$ cat src/rtl/score_pkg.sv
// Shared score-path definitions: widths, converter FSM states and the double-dabble nibble step.
// Used by the score counter, this keeper and the display driver.
package score_pkg;

  localparam int SCORE_W    = 16;
  localparam int BCD_DIGITS = 5;

  typedef enum logic [1:0] {
    S_IDLE,
    S_LOAD,
    S_SHIFT,
    S_DONE
  } bcd_state_t;

  // One BCD digit's pre-shift correction: 4-bit result, no carry out of the nibble.
  function automatic logic [3:0] dabble_adjust(input logic [3:0] nib);
    return (nib >= 4'd5) ? nib + 4'd3 : nib;
  endfunction

endpackage

$ cat src/rtl/bin2bcd_seq.sv
// Sequential double-dabble converter: IDLE -> LOAD -> SHIFT x WIDTH -> DONE.
// bcd holds the last complete result; done pulses in the cycle bcd is updated.
module bin2bcd_seq
  import score_pkg::*;
#(
  parameter int WIDTH  = SCORE_W,
  parameter int DIGITS = BCD_DIGITS
) (
  input  logic                  clk,
  input  logic                  reset,
  input  logic                  start,
  input  logic [WIDTH-1:0]      bin,
  output logic [4*DIGITS-1:0]   bcd,
  output logic                  busy,
  output logic                  done
);

  localparam int SR_W  = 4*DIGITS + WIDTH;
  localparam int CNT_W = $clog2(WIDTH + 1);
  localparam logic [CNT_W-1:0] LAST_SHIFT = CNT_W'(WIDTH - 1);

  bcd_state_t          state, state_nxt;
  logic [SR_W-1:0]     sr, sr_shifted;
  logic [CNT_W-1:0]    cnt;

  always_comb begin
    // NOTE: every always_comb output gets a default first so no path can infer a latch.
    state_nxt = state;
    case (state)
      S_IDLE:  if (start) state_nxt = S_LOAD;
      S_LOAD:  state_nxt = S_SHIFT;
      S_SHIFT: if (cnt == LAST_SHIFT) state_nxt = S_DONE;
      S_DONE:  state_nxt = S_IDLE;
      default: state_nxt = S_IDLE;
    endcase
  end

  always_comb begin
    logic [SR_W-1:0] adjusted;
    adjusted = sr;
    for (int d = 0; d < DIGITS; d++) begin
      adjusted[WIDTH + 4*d +: 4] = dabble_adjust(sr[WIDTH + 4*d +: 4]);
    end
    sr_shifted = {adjusted[SR_W-2:0], 1'b0};
  end

  always_ff @(posedge clk or negedge reset) begin
    // NOTE: sequential state uses non-blocking assignments so all registers see pre-edge values.
    if (!reset) state <= S_IDLE;
    else        state <= state_nxt;
  end

  always_ff @(posedge clk or negedge reset) begin
    if (!reset) begin
      sr   <= '0;
      cnt  <= '0;
      bcd  <= '0;
      done <= 1'b0;
    end else begin
      done <= (state == S_DONE);
      case (state)
        S_LOAD: begin
          sr  <= {{(4*DIGITS){1'b0}}, bin};
          cnt <= '0;
        end
        S_SHIFT: begin
          sr  <= sr_shifted;
          cnt <= cnt + CNT_W'(1);
        end
        S_DONE:  bcd <= sr[SR_W-1:WIDTH];
        default: ;
      endcase
    end
  end

  assign busy = (state != S_IDLE);

endmodule

$ cat src/rtl/score_bcd_keeper.sv
// Score consumer: latches the final score on gameover rise, tracks the session high score,
// and feeds the selected value to a free-running BCD converter for the display.
module score_bcd_keeper
  import score_pkg::*;
#(
  parameter int WIDTH  = SCORE_W,
  parameter int DIGITS = BCD_DIGITS
) (
  input  logic                  clk,
  input  logic                  reset,
  input  logic [WIDTH-1:0]      score,
  input  logic                  gameover,
  input  logic                  disp_sel,
  output logic [4*DIGITS-1:0]   bcd,
  output logic                  bcd_valid,
  output logic                  busy,
  output logic [WIDTH-1:0]      final_score,
  output logic [WIDTH-1:0]      high_score,
  output logic                  new_high
);

  logic             go_q;
  logic             frozen;
  logic             go_rise, go_fall;
  logic [WIDTH-1:0] operand;

  assign go_rise = gameover & ~go_q;
  assign go_fall = ~gameover & go_q;

  always_ff @(posedge clk or negedge reset) begin
    if (!reset) begin
      go_q        <= 1'b0;
      frozen      <= 1'b0;
      final_score <= '0;
      high_score  <= '0;
      new_high    <= 1'b0;
    end else begin
      go_q     <= gameover;
      new_high <= 1'b0;
      if (go_rise) begin
        final_score <= score;
        frozen      <= 1'b1;
        // Strict compare: tying the high score does not count as a new record.
        if (score > high_score) begin
          high_score <= score;
          new_high   <= 1'b1;
        end
      end else if (go_fall) begin
        frozen <= 1'b0;
      end
    end
  end

  // The converter samples this only in LOAD, so mid-conversion changes wait for the next run.
  assign operand = disp_sel ? high_score : (frozen ? final_score : score);

  bin2bcd_seq #(
    .WIDTH  (WIDTH),
    .DIGITS (DIGITS)
  ) u_bin2bcd (
    .clk   (clk),
    .reset (reset),
    .start (1'b1),
    .bin   (operand),
    .bcd   (bcd),
    .busy  (busy),
    .done  (bcd_valid)
  );

endmodule

$ cat config.mk
export PLATFORM = sky130hd
export DESIGN_NAME = score_bcd_keeper
export DESIGN_NICKNAME = d
export VERILOG_FILES = /design/src/rtl/score_pkg.sv /design/src/rtl/bin2bcd_seq.sv /design/src/rtl/score_bcd_keeper.sv
export SDC_FILE = /design/constraint.sdc
export NUM_CORES = 1
export LEC_CHECK = 0
export ABC_AREA = 1
export ABC_CLOCK_PERIOD_IN_PS = 2200
export CORE_MARGIN = 3
export CORE_UTILIZATION = 48
export DETAILED_ROUTE_END_ITERATION = 6
export PLACE_DENSITY = 0.72
export REMOVE_ABC_BUFFERS = 1
export SYNTH_ARGS = -nofsm -noshare
export SYNTH_HDL_FRONTEND = slang
export SYNTH_SLANG_ARGS = --single-unit
$ cat constraint.sdc
create_clock -name clk -period 2.2 [get_ports clk]
set_input_delay 0.33 -clock clk [delete_from_list [all_inputs] [get_ports clk]]
set_output_delay 0.33 -clock clk [all_outputs]
set_load 0.02 [all_outputs]
==> metrics.md <==
| Metric | Value |
|---|---|
| Status | completed |
| Die area | roughly 0.012 mm2 |
| Total power | 6590 uW |
| Syn Area/Cell | about 8.4 um2 |
| Critical path type | reg -> out |
| Worst hold path type | in -> async |
| Max-Cap Viols | 0 |
| Worst R2R End | high_score[8] |
| Half-perimeter wire length after placement | around 8200 um |
| Post-synthesis mux area share | 0 |
| Setup total negative slack | 0 ns |
| Post-synth top area share | 0.485 |
| Synth Area in XOR/XNOR | 0.00685 |
| R2R Setup Slk | 0.26 ns |
| Crit path DAT | around 1.7 ns |
| Synth Area in Adders | 0.0808 |
| Max Fclk | 0.494 GHz |
| Crit path time final | 2.03 ns |
| Worst reg2reg path depth | 10 |
| CTS Buf Count | 9 |
| Clk Latency, worst-skew pair | 0.35 ns |
| Largest net degree at the start of global routing | 78 |
| Cell Area, Placed | 0.00612 mm2 |
| GRT Total Usage | 0.206 |
| Fin. max-slew vios | 0 |
| R2r startpoint | high_score[13] |
| Final hold violation count | 0 |
| VDD IR max | just over 0.0006 V |
| Synthesis Warnings | 0 |
| Synth cell types | 32 |
| Post-synthesis register bit count | 99 |
| Rel. slew slack | 0.673 |
| Vias in the first global route | 4,252 |
| Overall die height | 109 um |
| Die W | ~110 um |
| Main combinational cell family by area after synthesis | simple AND/OR/NAND/NOR gates |
| CP Capture Type | output pin |
| Cells resized by post-CTS repair | 0 |
| DR WL/cell | ~14 um |
| Clock sinks | 99 |
| Antenna violations before repair | 0 |
| Slew @ Worst Pin | 0.489 ns |
| Period utilization | 0.921 |
| Placer Congestion | 0.883 |
| Leakage Power | 0.00302 uW |
| # nets final | roughly 750 |
| Post-Syn Instances | 607 |
| Vias/cell | 5.09 |
| CTS root buf | clkbuf_8 |
| CORE AREA | 0.0103 mm2 |
| RSZ-0062 raised after global routing | false |
| Max clock buf depth | 2 |
| Global-route wire length before repair | 19,800 um |
| H-tree Lvls | 3 |
| Ant diodes | 0 |
| Final number of setup-violating endpoints | 0 |
| WL final | 11,300 um |
| Post-route cell area | 0.00631 mm2 |
| Via count | 4,249 |
| Grt ovf | 0 |
| Synth area leaders | dfrtp_1 48%, nand2_1 12%, ha_1 8.1% |
| Clock Skews | 0.0136 ns |
| Row cnt | 37 |
| Compound-Gate Fraction of Synth Area | 0.129 |
| Startpoint types | flop |
| Worst Path Required | 1.87 ns |
| Layout cells sized above 1 | 0.112 |
| Port bufs | 74 |
| Post-synth top area cell | dfrtp_1 |
| Residual DRC count | 0 |
| Filler cells | 900 |
| Post-DRT Antenna Nets | 0 |
| Post-Synth Simple-Gate Area | 0.228 |
| Pre-Repair DR Iteration Count | 4 |
| # IOs | between 70 and 80 |
| Synth Cell Area | 0.00511 mm2 |
| Synthesis-to-finish area growth | 23.5% |
| CTS tree | done |
| Initial core utilization | 0.495 |
| Setup Buffers After CTS | 0 |
| Register area share after synthesis | 0.485 |
| First DRT Iteration DRCs | 181 |
| Power per Cell Area | 1040 mW/mm2 |
| Clk slew on worst S/H paths | 0.09 ns |
| CP Max Fanout | 4 |
==> Yosys cell counts (all sizes together) <==
master	count
a21o	1
a21oi	39
buf	14
clkbuf	9
clkinv	1
dfrtp	99
ha	33
inv	61
nand2	184
nand3	29
nand4	1
nor2	52
nor3	2
o211ai	14
o21a	2
o21ai	50
o221ai	2
o22ai	9
o32ai	1
xor2	4
==> state kept, by name, summed over array words and instances, names as in the netlist <==
name and cells:
u_bin2bcd.bcd 20, go_q 1, final_score 16, high_score 16
u_bin2bcd.state 2, u_bin2bcd.done 1, frozen 1, u_bin2bcd.sr 36
new_high 1, u_bin2bcd.cnt 5
==> timing repair <==
| item | CTS | global route |
|---|---|---|
| hold endpoints to repair | 22 | 0 |
| hold buffers | 1 | 0 |
| endpoints found under the setup margin | 0 | 0 |
==> cells in the final DEF, fill, tap and decap left out, drive strengths merged, types with 2 or more instances in the layout <==
master / Yosys / final
o22ai: 9 / 9
nand3: 29 / 29
o21ai: 50 / 50
clkdlybuf4s50: 0 / 73
inv: 61 / 61
a21oi: 39 / 39
o21a: 2 / 2
o211ai: 14 / 14
buf: 14 / 26
o221ai: 2 / 2
xor2: 4 / 4
nand2: 184 / 184
ha: 33 / 33
clkbuf: 9 / 12
nor3: 2 / 2
dfrtp: 99 / 99
nor2: 52 / 52
==> where the power goes <==
part | internal [uW] | switching, uW | leakage [uW] | total, uW
registers | 2270 | 406 | 0.00125 | 2670
clock network | 547 | 587 | 0.0000885 | 1130
logic | 1260 | 1520 | 0.00168 | 2780
==> logic make-up after synthesis <==
family | Yosys count
AND/OR/NAND/NOR | 268
AO/OA/AOI/OAI | 118
flip-flops | 99
buffers and inverters | 85
adder cells (fa/ha/maj) | 33
XOR/XNOR | 4
==> per-layer routing <==
| metal | GRT usage | up-vias | wire, um |
|---|---|---|---|
| met1 | 0.281 | 2020 | 5390 |
| met5 | 0 | - | 0 |
| met3 | 0.0373 | 11 | 419 |
| met4 | 0.0570 | 0 | 143 |
| li1 | - | 2136 | - |
| met2 | 0.340 | 82 | 5390 |
==> through the flow <==
step / instances / util / setup slack, ns / hold slack [ns]
after CTS: 834 / 0.612 / 0.161 / 0.398
after global routing: 834 / 0.612 / 0.101 / 0.417
after floorplan: 584 / - / 0.191 / 0.0344
after global placement: 819 / 0.593 / 0.0121 / 0.244
final: 834 / 0.612 / 0.174 / 0.403
after detailed placement: 819 / 0.593 / -0.0320 / 0.246
==> final cells by class <==
type,count,area (um2),area share
flip-flops and latches,99,2480,0.392
clock buffers,12,145,0.0230
clock inverters,2,37.5,0.00595
inverters,62,235,0.0373
multi-input cells,423,2270,0.360
well taps,136,170,0.0270
repair buffers,100,973,0.154
==> worst max-delay path by stage <==
stage                            start          endpoint  depth (start not counted)
finish              u_bin2bcd.state[1]              busy                          4
global placement             score[15]     high_score[0]                         10
CTS                 u_bin2bcd.state[1]              busy                          4
floorplan           u_bin2bcd.state[1]  u_bin2bcd.sr[19]                          6
global route        u_bin2bcd.state[1]              busy                          4
detailed placement           score[11]     high_score[8]                         10
==> critical path, cell delays in order, from the launching register on <==
cell	delay [ns]
dfrtp_1	0.42
inv_1	0.08
ha_1	0.18
inv_1	0.07
clkdlybuf4s50_1	0.60
Note: power is estimated with default switching activity, not from simulation.
